## src/rtl/gcore_pkg.sv

```systemverilog
// Shared definitions for the core: datapath sizes and the loader state encoding.
package gcore_pkg;
    localparam int GCORE_DATA_W      = 8;
    localparam int GCORE_ADDR_W      = 8;
    localparam int GCORE_OPRAM_DEPTH = 256;

    localparam logic [2:0] ST_IDLE = 3'd0;
    localparam logic [2:0] ST_LEN  = 3'd1;
    localparam logic [2:0] ST_DATA = 3'd2;
    localparam logic [2:0] ST_CHK  = 3'd3;
    localparam logic [2:0] ST_DONE = 3'd4;
    localparam logic [2:0] ST_ERR  = 3'd5;

    typedef enum logic [2:0] {
        IDLE = ST_IDLE,
        LEN  = ST_LEN,
        DATA = ST_DATA,
        CHK  = ST_CHK,
        DONE = ST_DONE,
        ERR  = ST_ERR
    } state_t;
endpackage

```

## src/rtl/xor_accum.sv

```systemverilog
// Running XOR accumulator with synchronous clear (clear wins over enable).
module xor_accum #(
    parameter int W = 8
) (
    input  logic         clk,
    input  logic         rst,
    input  logic         clr,
    input  logic         en,
    input  logic [W-1:0] d,
    output logic [W-1:0] q
);
    always_ff @(posedge clk or negedge rst) begin
        if (!rst)      q <= '0;
        else if (clr)  q <= '0;
        else if (en)   q <= q ^ d;
    end
endmodule

```

## src/rtl/opram_loader.sv

```systemverilog
// Framed program-image writer for opram: LEN, N op bytes, XOR checksum.
// cpu_run is raised only after a frame whose checksum matched.
module opram_loader
    import gcore_pkg::*;
#(
    parameter int DATA_W = GCORE_DATA_W,
    parameter int ADDR_W = GCORE_ADDR_W,
    parameter int DEPTH  = GCORE_OPRAM_DEPTH
) (
    input  logic              clk,
    input  logic              rst,
    input  logic              start,
    input  logic [DATA_W-1:0] in_data,
    input  logic              in_valid,
    output logic              in_ready,
    output logic              wr_en,
    output logic [ADDR_W-1:0] wr_addr,
    output logic [DATA_W-1:0] wr_data,
    output logic              busy,
    output logic              cpu_run,
    output logic              err
);
    // One extra bit so a LEN of 0 can carry the full 2**DATA_W count.
    localparam int              CNT_W   = DATA_W + 1;
    localparam logic [CNT_W-1:0] DEPTH_C = CNT_W'(DEPTH);

    state_t             state, state_nxt;
    logic [ADDR_W-1:0]  addr;
    logic [CNT_W-1:0]   remain;
    logic [CNT_W-1:0]   len_n;
    logic [DATA_W-1:0]  chk;
    logic               accept;
    logic               enter_len;
    logic               data_acc;

    assign accept    = in_valid & in_ready;
    assign len_n     = (in_data == '0) ? DEPTH_C : CNT_W'(in_data);
    assign data_acc  = (state == DATA) && accept;
    assign enter_len = (state_nxt == LEN) && (state != LEN);

    always_comb begin
        state_nxt = state;
        case (state)
            IDLE, DONE, ERR: if (start) state_nxt = LEN;
            LEN:             if (accept) state_nxt = (len_n > DEPTH_C) ? ERR : DATA;
            DATA:            if (accept && remain == CNT_W'(1)) state_nxt = CHK;
            CHK:             if (accept) state_nxt = (in_data == chk) ? DONE : ERR;
            default:         state_nxt = IDLE;
        endcase
    end

    // Status outputs are registered decodes of the next state, so they line up with state.
    always_ff @(posedge clk or negedge rst) begin
        if (!rst) begin
            state    <= IDLE;
            addr     <= '0;
            remain   <= '0;
            in_ready <= 1'b0;
            busy     <= 1'b0;
            cpu_run  <= 1'b0;
            err      <= 1'b0;
            wr_en    <= 1'b0;
            wr_addr  <= '0;
            wr_data  <= '0;
        end else begin
            state    <= state_nxt;
            in_ready <= state_nxt inside {LEN, DATA, CHK};
            busy     <= state_nxt inside {LEN, DATA, CHK};
            cpu_run  <= (state_nxt == DONE);
            err      <= (state_nxt == ERR);
            wr_en    <= data_acc;

            if (enter_len)     addr <= '0;
            else if (data_acc) addr <= addr + 1'b1;

            if (state == LEN && accept) remain <= len_n;
            else if (data_acc)          remain <= remain - 1'b1;

            if (data_acc) begin
                wr_addr <= addr;
                wr_data <= in_data;
            end
        end
    end

    xor_accum #(.W(DATA_W)) u_chk (
        .clk (clk),
        .rst (rst),
        .clr (enter_len),
        .en  (data_acc),
        .d   (in_data),
        .q   (chk)
    );
endmodule

```

## config.mk

```make
export PLATFORM = sky130hd
export DESIGN_NAME = opram_loader
export DESIGN_NICKNAME = d
export VERILOG_FILES = /design/src/rtl/gcore_pkg.sv /design/src/rtl/xor_accum.sv /design/src/rtl/opram_loader.sv
export SDC_FILE = /design/constraint.sdc
export NUM_CORES = 1
export LEC_CHECK = 0
export CAP_MARGIN = 0
export CORE_AREA = 2 2 68 70
export DETAILED_ROUTE_END_ITERATION = 10
export DIE_AREA = 0 0 70 72
export GPL_TIMING_DRIVEN = 0
export PLACE_DENSITY_LB_ADDON = 0.12
export SLEW_MARGIN = 20
export SYNTH_ARGS = -nofsm -noshare
export SYNTH_HDL_FRONTEND = slang
export SYNTH_SLANG_ARGS = --single-unit
```

## constraint.sdc

```tcl
create_clock -name clk -period 4 [get_ports clk]
set_clock_uncertainty 0.05 [all_clocks]
set_input_delay 0.8 -clock clk [delete_from_list [all_inputs] [get_ports clk]]
set_output_delay 0.8 -clock clk [all_outputs]
set_load 0.02 [all_outputs]
```

* Word-level counts from Yosys, hierarchy flattened *
Cells that the tools add are included.

storage, ports and cells
  input port bits = 12
  bits in writable memories = 0
  bits in read-only memories = 0
  output and inout bits = 21
  latch bits = 0
  word-level logic and storage cells = 52
  flip-flop bits (word level) = 48
  memories kept = 0

cells by class
  equality and inequality tests = 13
  muxes and demuxes = 14
  reduce and logical (&&, ||, !) cells = 10
  $add $sub $neg = 2
  $lt $le $gt $ge = 1
  bitwise operators = 2
  div/mod/pow operators = 0
  shifts and indexed selects = 0
  multiply operators = 0

operators with widths
  operator               number
  $mux W8                4
  $mux W9                3
  $mux W3                5
  $eq A3 B2 Y1 const B   4
  $eq A3 B3 Y1 const B   4
  $pmux W3 S4            1
  $eq A9 B1 Y1 const B   1
  $gt A9 B9 Y1 const B   1
  $sub A9 B1 Y9 const B  1
  $add A8 B1 Y8 const B  1
  $eq A8 B8 Y1           1
  $logic_not A8 Y1       1
  $xor A8 B8 Y8          1
  $eq A3 B1 Y1 const B   2
  $logic_and A1 B1 Y1    4
  $reduce_bool A2 Y1     2
  $logic_not A3 Y1       1
  $ne A3 B1 Y1 const B   1
  $reduce_bool A3 Y1     1
  $reduce_or A3 Y1       1
  $and A1 B1 Y1          1
  $mux W1                1

* Depth between registers and ports, before layout *
Gate-level depths: netlist of the first run.

  word-level depth = 9
  gate-level depth with buffers = 7
  mapped depth without buffers = 6

* By module *
Synthesis of the first run repeated with hierarchy kept, for this count alone.

second synthesis, totals
  cells, all modules = 245
  area total of the unflattened synthesis = 2414.8 sq um

by module, submodules not included
  module        sequential area each (sq um)  times used  area an instance (sq um)  cells each
  opram_loader  1001.0                        1           2008.2                    210
  xor_accum     200.2                         1           406.6                     35

* Least setup slack after synthesis of the first run *
OpenSTA, ideal clock, no wires.

  kind = input port to flip-flop
  start = input in_valid
  end = register addr[7]
  setup slack = 2.059 ns
  cell stages on the path = 5
  library setup time = 0.073 ns
  path buffers = 1
  arrival time = 1.818 ns
  data required time = 3.877 ns
  path through = and3b_1 -> buf_6 -> nand3_4 -> or4_4 -> a21oi_2

between the ends
  cells in the longest elaborated chain, start to end = 7
  elaborated cells between the ends (all ways) = 11
  classes of those cells = eq/ne (1); mux (5); bitwise (1); reduce/logical (4)

ends and longest elaborated chain
  element                                        line                source
  start: declaration                             opram_loader.sv:14  input logic in_valid,
  $and A1 B1 Y1 (*)                              opram_loader.sv:36  assign accept = in_valid & in_ready;
  $logic_and A1 B1 Y1                            opram_loader.sv:46  DATA: if (accept && remain == CNT_W'(1)) state_nxt = CHK;
  $mux W3                                        opram_loader.sv:46
  $pmux W3 S4                                    opram_loader.sv:43  case (state)
  $eq A3 B1 Y1                                   opram_loader.sv:39  assign enter_len = (state_nxt == LEN) && (state != LEN);
  $logic_and A1 B1 Y1                            opram_loader.sv:39
  $mux W8 or $reduce_bool A2 Y1 (tied branches)  n/a
  end signal: assignment                         opram_loader.sv:74  else if (data_acc) addr <= addr + 1'b1;
  end: declaration                               opram_loader.sv:28  logic [ADDR_W-1:0] addr;

Every way passes the cells marked *; elsewhere a longest branch is shown, timed or not.
A chain may end at the register's enable or synchronous reset.

* Worst setup path after layout of the first run *
  start = input in_valid
  end = register u_chk.q[5]

between the ends
  cells in the longest elaborated chain, start to end = 7
  elaborated cells between the ends (all ways) = 11
  classes of those cells = eq/ne (1); mux (5); bitwise (1); reduce/logical (4)

ends and longest elaborated chain
  element                                        line                source
  $and A1 B1 Y1 (*)                              opram_loader.sv:36
  $logic_and A1 B1 Y1                            opram_loader.sv:46
  $mux W3                                        opram_loader.sv:46
  $pmux W3 S4                                    opram_loader.sv:43
  $eq A3 B1 Y1                                   opram_loader.sv:39
  $logic_and A1 B1 Y1                            opram_loader.sv:39
  $mux W8 or $reduce_bool A2 Y1 (tied branches)  n/a
  end signal: assignment                         xor_accum.sv:15     else if (en) q <= q ^ d;
  end: declaration                               xor_accum.sv:10     output logic [W-1:0] q

Marked as above.

==> metrics, run 1 <==
maximum ir drop on the vdd rail 376 uV; CTS root buf clkbuf_8; number of buffers on the longest clock path 2; number of placement rows 24; routed length on met3 185 um; floorplan core area 4260 sq um; CTS sink cnt 48; Final Core Density 0.658; required arrival time at the worst endpoint 4.14 ns; source of the worst register-to-register timing path remain[1]; Post-CTS Repair Setup Buffers 0; proportion of power drawn by the clock network 0.176; remaining design rule violation count 0; die height 72 um; number of hold buffers added after CTS 0; proportion of total power due to net switching 0.371; worst hold margin 0.380 ns; overall track demand over capacity in global routing 0.209; most frequent cells after synthesis dfrtp_1 (48), nand2_1 (45), nor2_1 (19); final-layout setup total negative slack 0 ns; worst reg-to-reg setup slack 2.00 ns; number of enable flip-flop cells after synthesis 0; outcome completed; H-tree Lvls 2; count of antenna diodes in the layout 0; met2 routed wirelength 2200 um; Net Count, Synth 247; clock slew at reported path FFs 0.08 ns; share of post-route cells with drive strength above 1 0.0923; post-synthesis async set-or-reset flop share 1.00; element type at the critical path end flip-flop; Crit path arrival time 2.41 ns; count of boundary I/O pins 33; portion of total power attributed to sequential cells 0.406; detailed-route via count 1760; routability-driven placement congestion ratio 0.761; total power consumption of the routed design 0.00187 W; via count of the first global-routing pass 1741; synthesized area per cell 9.93 sq um; relative area change from synthesis to final layout 21.7%; Final Hold Violating Endpoints 0; Yosys Warn Count 0; number of buffers created by CTS 5; portion of total power attributed to combinational logic 0.417; cell count after synthesis 232; post-layout net count 287; upper clock frequency limit 440 MHz; violation count after the first detailed-routing iteration 119; area share of the largest cell type after synthesis 0.521; worst setup path category primary input to flip-flop; post-layout minimum cycle time 2.27 ns; PD cells 667 nW/um^2; detail-routed net length per standard cell 14.9 um; width of the die 70 um; global-route wire length before repair 8400 um; dpl hpwl 3380 um; drt pass-1 iters 4; post-CTS sizing 0; highest metal layer used by the detailed router met4; Main synth FF type dfrtp_1; antenna violations before repair 0; endpoint of the most critical register-to-register path u_chk.q[5]; maximum fanout encountered on the critical timing path 10; Final setup viols 0; total congestion overflow 0; count of nets left with antenna violations after detail routing 0; Initial Utilization 0.540; TritonCTS clock tree yes; logic depth of the worst register-to-register path 7; I/O Buffers 32; most frequent cell after synthesis dfrtp_1; fraction of the yosys area taken by sequential cells 0.521; sw power 0.000693 W; Post-Syn Area 2300 sq um; unrepaired setup endpoints after global routing false; Int Pwr 0.00118 W; overall routed net length 4810 um; Leakage 1.31 nW; overall die area 5040 sq um; clock latency at the later pin of the worst-skew pair 0.29 ns; post-detailed-route via-to-cell ratio 5.45; pin count of the biggest net entering global routing 33; Maximum Capacitance Violations 0; number of pins with negative max-slew slack in the final report 0; actual slew at the worst max-slew pin 0.495 ns; Critical Path Source Type primary input; Fill cells 376; Final period util 0.568; number of storage elements in the synthesis netlist 48; leading post-synthesis cells by cell area dfrtp_1 (52%), nand2_1 (7.3%), xor2_1 (4.2%); path type of the worst min-delay path primary input to asynchronous set/reset pin; number of distinct library cell variants in the gate-level netlist after synthesis 41; biggest area consumer among synthesized cells dfrtp_1; routed metal-1 wire length 2370 um; Slew HR 0.667
routing by layer:
layer	GRT usage	up-vias
li1	-	878
met1	0.296	844
met2	0.335	33
met3	0.0417	5
met4	0.0577	0
met5	0	-
state kept, by name, indices dropped and copies added (netlist names):
name	count
err	1
wr_addr	8
wr_en	1
wr_data	8
cpu_run	1
addr	8
busy	1
remain	9
u_chk.q	8
state	3
worst max-delay path, cell delays in order:
cell	delay, ns
clkdlybuf4s50_1	0.46
and3b_1	0.17
buf_6	0.13
nand4_1	0.12
a21oi_2	0.39
buf_4	0.25
nor2_1	0.07
power by group through the flow:
| stage | clock network (W) | registers (W) | logic [W] |
|---|---|---|---|
| floorplan | 0 | 0.000813 | 0.000463 |
| global placement | 0 | 0.000762 | 0.000764 |
| detailed placement | 0 | 0.000767 | 0.000776 |
| CTS | 0.000334 | 0.000759 | 0.000786 |
| global route | 0.000351 | 0.000783 | 0.000863 |
| finish | 0.000329 | 0.000760 | 0.000781 |
per-stage QoR:
stage,cells,cell area (sq um),worst slack (ns)
after floorplan,232,2300,2.06
after global placement,316,2690,0.699
after detailed placement,317,2710,1.41
after CTS,323,2800,1.73
after global routing,323,2800,1.59
final,323,2800,1.73
worst max-delay path by stage:
stage            endpoint  startpoint
2_1_floorplan     addr[7]    in_valid
3_3_place_gp   wr_addr[3]         rst
3_5_place_dp   u_chk.q[5]    in_valid
4_1_cts        u_chk.q[5]    in_valid
5_1_grt        u_chk.q[5]    in_valid
6_report       u_chk.q[5]    in_valid
cell type report:
class | count | area [sq um] | share of cell area
sequential | 48 | 1200 | 0.428
multi-input combinational | 169 | 1020 | 0.364
timing repair buffer | 33 | 335 | 0.120
clock buffer | 5 | 68.8 | 0.0245
buffer | 11 | 68.8 | 0.0245
tap | 52 | 65.1 | 0.0232
clock inverter | 1 | 30.0 | 0.0107
inverter | 4 | 15.0 | 0.00535
placed cells by master, fill, tap and decap left out, types with 2 or more instances in the layout:
cell	Yosys	layout
dfrtp_1	48	48
nand2_1	45	45
clkdlybuf4s50_1	0	31
nor2_1	19	19
xor2_1	11	11
nand3_1	10	10
o21ai_0	10	10
xnor2_1	9	9
buf_2	7	8
a221o_1	7	7
nand4_1	6	6
and3_1	5	5
clkbuf_8	0	5
nor4_1	4	4
and2_1	4	4
inv_1	4	4
a21oi_1	4	4
buf_4	3	3
or3_1	3	3
nor3b_1	3	3
ha_1	3	3
nor2b_1	2	2
a31oi_1	2	2
a21oi_2	2	2
or4_4	2	2
nor3_1	2	2
cells by family after synthesis:
group,synth area share
AND/OR/NAND/NOR,0.236
flip-flops,0.521
AO/OA/AOI/OAI,0.114
XOR/XNOR,0.0760
buffers and inverters,0.0364
adder cells (fa/ha/maj),0.0163
(Power assumes the default switching activity.)
==> run 2: changes to the inputs <==
Settings changed: CORE_AREA 2 2 68 70 to 2 2 69 71, DIE_AREA 0 0 70 72 to 0 0 71 73.
Clock period 4 ns to 2.18 ns, I/O delays scaled along.
==> metrics, run 2 (synthesis gave the netlist of run 1 again) <==
met2 routing resource usage after global routing 0.310 (was 0.335); clock slew at reported path FFs 0.09 ns (was 0.08 ns); post-layout minimum cycle time 1.95 ns; Leakage 1.32 nW (was 1.31 nW); Non-Filler Cell Area, Final 2830 sq um (was 2800 sq um); Maximum Capacitance Violations 0 (unchanged); worst setup path category flip-flop to flip-flop (was primary input to flip-flop); register with the most flip-flops remain (unchanged); proportion of power drawn by the clock network 0.182 (was 0.176); overall die area 5180 sq um (was 5040 sq um); Final setup viols 0 (unchanged); routing usage on met1 0.278 (was 0.296); post-detailed-route via-to-cell ratio 5.43 (was 5.45); overall track demand over capacity in global routing 0.199 (was 0.209); number of buffers on the longest clock path 2 (unchanged); proportion of total power due to net switching 0.375 (was 0.371); Final Core Density 0.624 (was 0.658); portion of total power attributed to combinational logic 0.417 (about the same); actual slew at the worst max-slew pin 0.650 ns (was 0.495 ns); width of the die 71 um (was 70 um); number of flip-flops under the largest register name 9 (unchanged); path type of the worst min-delay path primary input to asynchronous set/reset pin (unchanged); number of placement rows 25 (was 24); via count of the first global-routing pass 1627 (was 1741); number of hold buffers added after CTS 0 (unchanged); antenna violations before repair 0 (unchanged); area used by sequential logic in the layout 1200 sq um (unchanged); post-layout net count 287 (unchanged); count of nets left with antenna violations after detail routing 0 (unchanged); clock latency at the later pin of the worst-skew pair 0.30 ns (was 0.29 ns); required arrival time at the worst endpoint 2.32 ns (was 4.14 ns); routability-driven placement congestion ratio 0.751 (was 0.761); dpl hpwl 3390 um (was 3380 um); area of combinational cells with multiple inputs 1030 sq um (was 1020 sq um); CTS root buf clkbuf_8 (unchanged); element type at the critical path end flip-flop (unchanged); Critical Path Source Type flip-flop (was primary input); post-CTS sizing 0 (unchanged); maximum fanout encountered on the critical timing path 10 (unchanged); Post-CTS Repair Setup Buffers 0 (unchanged); number of pins with negative max-slew slack in the final report 0 (unchanged); count of antenna diodes in the layout 0 (unchanged); drt pass-1 iters 4 (unchanged); Fill cells 402 (was 376); CTS sink cnt 48 (unchanged); most used routing layer in global routing met2 (unchanged); PD cells 1230 nW/um^2 (was 667 nW/um^2); number of buffers created by CTS 5 (unchanged); global-route wire length before repair 7950 um (was 8400 um); met3 layer usage reported by global route 0.0428 (was 0.0417); sw power 0.00131 W (was 0.000693 W); floorplan core area 4540 sq um (was 4260 sq um); maximum ir drop on the vdd rail 622 uV (was 376 uV); I/O Buffers 32 (unchanged); most frequent cells in the layout dfrtp_1 (48), nand2_1 (45), clkdlybuf4s50_1 (31) (unchanged); count of boundary I/O pins 33 (unchanged); die height 73 um (was 72 um); H-tree Lvls 2 (unchanged); portion of total power attributed to sequential cells 0.401 (was 0.406); Crit path arrival time 2.09 ns (was 2.41 ns); upper clock frequency limit 512 MHz; detailed-route via count 1774 (was 1760); Final period util 0.896; overall routed net length 4860 um (was 4810 um); most common cell after layout, fill and taps aside dfrtp_1 (unchanged); detail-routed net length per standard cell 14.8 um (was 14.9 um); remaining design rule violation count 0 (unchanged); share of post-route cells with drive strength above 1 0.0952 (was 0.0923); relative area change from synthesis to final layout 22.8% (was 21.7%); TritonCTS clock tree yes (unchanged); pin count of the biggest net entering global routing 28 (was 33); total congestion overflow 0 (unchanged); Slew HR 0.567 (was 0.667); worst hold margin 0.0995 ns (was 0.380 ns); violation count after the first detailed-routing iteration 176 (was 119); Int Pwr 0.00218 W (was 0.00118 W); Post-Place Cell Area 2720 sq um (was 2710 sq um); Final Hold Violating Endpoints 0 (unchanged); unrepaired setup endpoints after global routing false (unchanged); outcome completed (unchanged); final-layout setup total negative slack 0 ns (unchanged); Initial Utilization 0.508 (was 0.540)
run 2: cell count changes in the layout (fill, tap and decap cells not counted), sizes merged:
cell | before | now
clkinv | 0 | 1
clkbuf | 5 | 6
run 2: cell type report:
cell class,count,share of cell area
Sequential cell,48,0.424
Multi-Input combinational cell,169,0.363
Timing Repair Buffer,33,0.121
Clock buffer,6,0.0256
Buffer,11,0.0243
Tap cell,54,0.0239
Clock inverter,2,0.0124
Inverter,4,0.00531
run 2: power groups by stage:
stage | clock [W] | combinational (W) | sequential [W]
after CTS | 0.000653 | 0.00145 | 0.00139
final | 0.000634 | 0.00145 | 0.00140
after detailed placement | 0 | 0.00143 | 0.00141
after global placement | 0 | 0.00140 | 0.00140
after floorplan | 0 | 0.000850 | 0.00149
after global routing | 0.000681 | 0.00159 | 0.00143
run 2: worst paths after layout:
check	from	to	slack (ns)	depth (start not counted)
hold / removal	rst	remain[8]	0.1	1
hold reg to reg	wr_addr[5]	wr_addr[5]	0.43	2
setup reg to reg	remain[1]	addr[0]	0.23	7
max in group asynchronous	rst	u_chk.q[0]	1.44	2
setup / recovery	remain[1]	addr[0]	0.23	7
min in group clk	wr_addr[5]	wr_addr[5]	0.43	2
run 2: through the flow:
step / total power [W] / instances / worst slack [ns]
final: 0.00348 / 327 / 0.227
after CTS: 0.00350 / 327 / 0.138
after global routing: 0.00370 / 327 / 0.0593
after detailed placement: 0.00284 / 319 / -0.0654
after floorplan: 0.00234 / 232 / 0.527
after global placement: 0.00281 / 318 / -0.783
run 2: metal layers:
metal / share of wire / vias up
met5: 0 / -
met4: 0.016 / 0
met3: 0.051 / 7
met2: 0.46 / 38
met1: 0.47 / 845
li1: - / 884
run 2: worst max-delay path, cell delays in order (launching register included):
cell and delay (ns):
dfrtp_1 0.40, inv_1 0.10, ha_1 0.14, nor4b_1 0.30, nand4_1 0.23, a21oi_4 0.32
buf_4 0.23, nor2_1 0.06
==> run 3: changes to the inputs <==
Settings changed: REMOVE_ABC_BUFFERS from default to 1.
==> metrics, run 3 (synthesis gave the netlist of run 1 again) <==
outcome completed (unchanged); number of flip-flops under the largest register name 9 (unchanged); register with the most flip-flops remain (unchanged); dpl hpwl 3170 um (was 3390 um); highest cell delay on the worst timing path 0.46 ns (was 0.40 ns); Final period util 0.956 (was 0.896); CP delay by family, top simple AND/OR/NAND/NOR gates (unchanged); number of placement rows 25 (unchanged); I/O Buffers 32 (unchanged); Crit path arrival time 2.23 ns (was 2.09 ns); required arrival time at the worst endpoint 2.33 ns (was 2.32 ns); Buffers & Inverters on Critical Path 2 (unchanged); worst reg-to-reg setup slack 0.17 ns (was 0.23 ns); overall routed net length 4760 um (was 4860 um); global-route wire length before repair 8070 um (was 7950 um); Cell Count, Final, Fillers Out 319 (was 327); Maximum Capacitance Violations 0 (unchanged); pin count of the biggest net entering global routing 31 (was 28); clock latency at the later pin of the worst-skew pair 0.31 ns (was 0.30 ns); count of nets left with antenna violations after detail routing 0 (unchanged); Critical Path Source Type primary input (was flip-flop); element type at the critical path end flip-flop (unchanged); total instance count after detailed placement 308 (was 319); post-detailed-route via-to-cell ratio 5.55 (was 5.43); number of pins with negative max-slew slack in the final report 0 (unchanged); via count of the first global-routing pass 1652 (was 1627); maximum fanout encountered on the critical timing path 30 (was 10); CP cell instances clkdlybuf4s50_1 > and3b_2 > nand2_4 > clkinvlp_4 > nor2_1 > a221o_1 (was inv_1 > ha_1 > nor4b_1 > nand4_1 > a21oi_4 > buf_4 > nor2_1); H-tree Lvls 2 (unchanged); TritonCTS clock tree yes (unchanged); slowest CP cell clkdlybuf4s50_1 (was dfrtp_1); unrepaired setup endpoints after global routing false (unchanged); Post-Place Cell Area 2640 sq um (was 2720 sq um); remaining design rule violation count 0 (unchanged); number of buffers on the longest clock path 2 (unchanged); Slew HR 0.618 (was 0.567); overall die area 5180 sq um (unchanged); clock slew at reported path FFs 0.09 ns (about the same); Initial Utilization 0.508 (unchanged); worst hold margin 0.0617 ns (was 0.0995 ns); antenna violations before repair 0 (unchanged); Final setup viols 0 (unchanged); CTS root buf clkbuf_8 (unchanged); worst setup path category primary input to flip-flop (was flip-flop to flip-flop); Fill cells 403 (was 402); detailed-route via count 1771 (was 1774); most common cell after layout, fill and taps aside dfrtp_1 (unchanged); routability-driven placement congestion ratio 0.758 (was 0.751); Final Core Density 0.615 (was 0.624); number of hold buffers added after CTS 0 (unchanged); most frequent cells in the layout dfrtp_1 (48), nand2_1 (44), clkdlybuf4s50_1 (31) (was dfrtp_1 (48), nand2_1 (45), clkdlybuf4s50_1 (31)); detail-routed net length per standard cell 14.9 um (was 14.8 um); maximum ir drop on the vdd rail 628 uV (was 622 uV); total congestion overflow 0 (unchanged); count of boundary I/O pins 33 (unchanged); PD cells 1210 nW/um^2 (was 1230 nW/um^2); final-layout setup total negative slack 0 ns (unchanged); share of post-route cells with drive strength above 1 0.0868 (was 0.0952); number of buffers created by CTS 5 (unchanged); drt pass-1 iters 4 (unchanged); Non-Filler Cell Area, Final 2790 sq um (was 2830 sq um); actual slew at the worst max-slew pin 0.573 ns (was 0.650 ns); floorplan core area 4540 sq um (unchanged); post-layout net count 279 (was 287); path type of the worst min-delay path primary input to asynchronous set/reset pin (unchanged); die height 73 um (unchanged); CTS sink cnt 48 (unchanged); width of the die 71 um (unchanged); count of antenna diodes in the layout 0 (unchanged); relative area change from synthesis to final layout 21.0% (was 22.8%); upper clock frequency limit 480 MHz (was 512 MHz); Final Hold Violating Endpoints 0 (unchanged); Leakage 1.28 nW (was 1.32 nW); violation count after the first detailed-routing iteration 113 (was 176); post-layout minimum cycle time 2.08 ns (was 1.95 ns); overall track demand over capacity in global routing 0.203 (was 0.199)
[run 3: final timing paths]
| kind | startpoint | endpoint | cells after the start |
|---|---|---|---|
| min | rst | remain[8] | 1 |
| max reg2reg | state[2] | remain[0] | 5 |
| min reg2reg | wr_addr[7] | wr_addr[7] | 2 |
| max | in_valid | remain[0] | 6 |
| min in group clk | wr_addr[7] | wr_addr[7] | 2 |
| max in group asynchronous | rst | u_chk.q[1] | 2 |
[run 3: through the flow]
stage | power, W | worst slack, ns
final | 0.00338 | 0.0969
after global routing | 0.00363 | 0.00804
after CTS | 0.00336 | 0.0737
after detailed placement | 0.00275 | -1.36
after global placement | 0.00273 | -1.41
after floorplan | 0.00226 | -0.331
[run 3: cell type report]
cell class | count | area [sq um] | area share
timing repair buffer | 36 | 370 | 0.133
sequential | 48 | 1200 | 0.431
tap | 54 | 67.6 | 0.0242
multi-input combinational | 169 | 1040 | 0.372
inverter | 4 | 18.8 | 0.00673
clock inverter | 2 | 10.0 | 0.00359
clock buffer | 6 | 82.6 | 0.0296
[run 3: where the power goes]
group	leakage (nW)	internal [W]	switching, W
clock network	0.0510	0.000254	0.000299
registers	0.634	0.00116	0.000248
logic	0.596	0.000654	0.000762
total	1.28	0.00207	0.00131
[run 3: routing by layer]
metal / vias up / routed length (um) / GRT usage
met5: - / 0 / 0
li1: 872 / - / -
met1: 856 / 2270 / 0.282
met3: 4 / 210 / 0.0497
met4: 0 / 44 / 0.0692
met2: 39 / 2230 / 0.313
[run 3: repair_timing]
action / CTS / global route
endpoints found under the setup margin: 42 / 10
hold endpoints to repair: 0 / 0
pin swaps: 0 / 1
buffers inserted: 2 / 1
gates resized for setup: 6 / 0
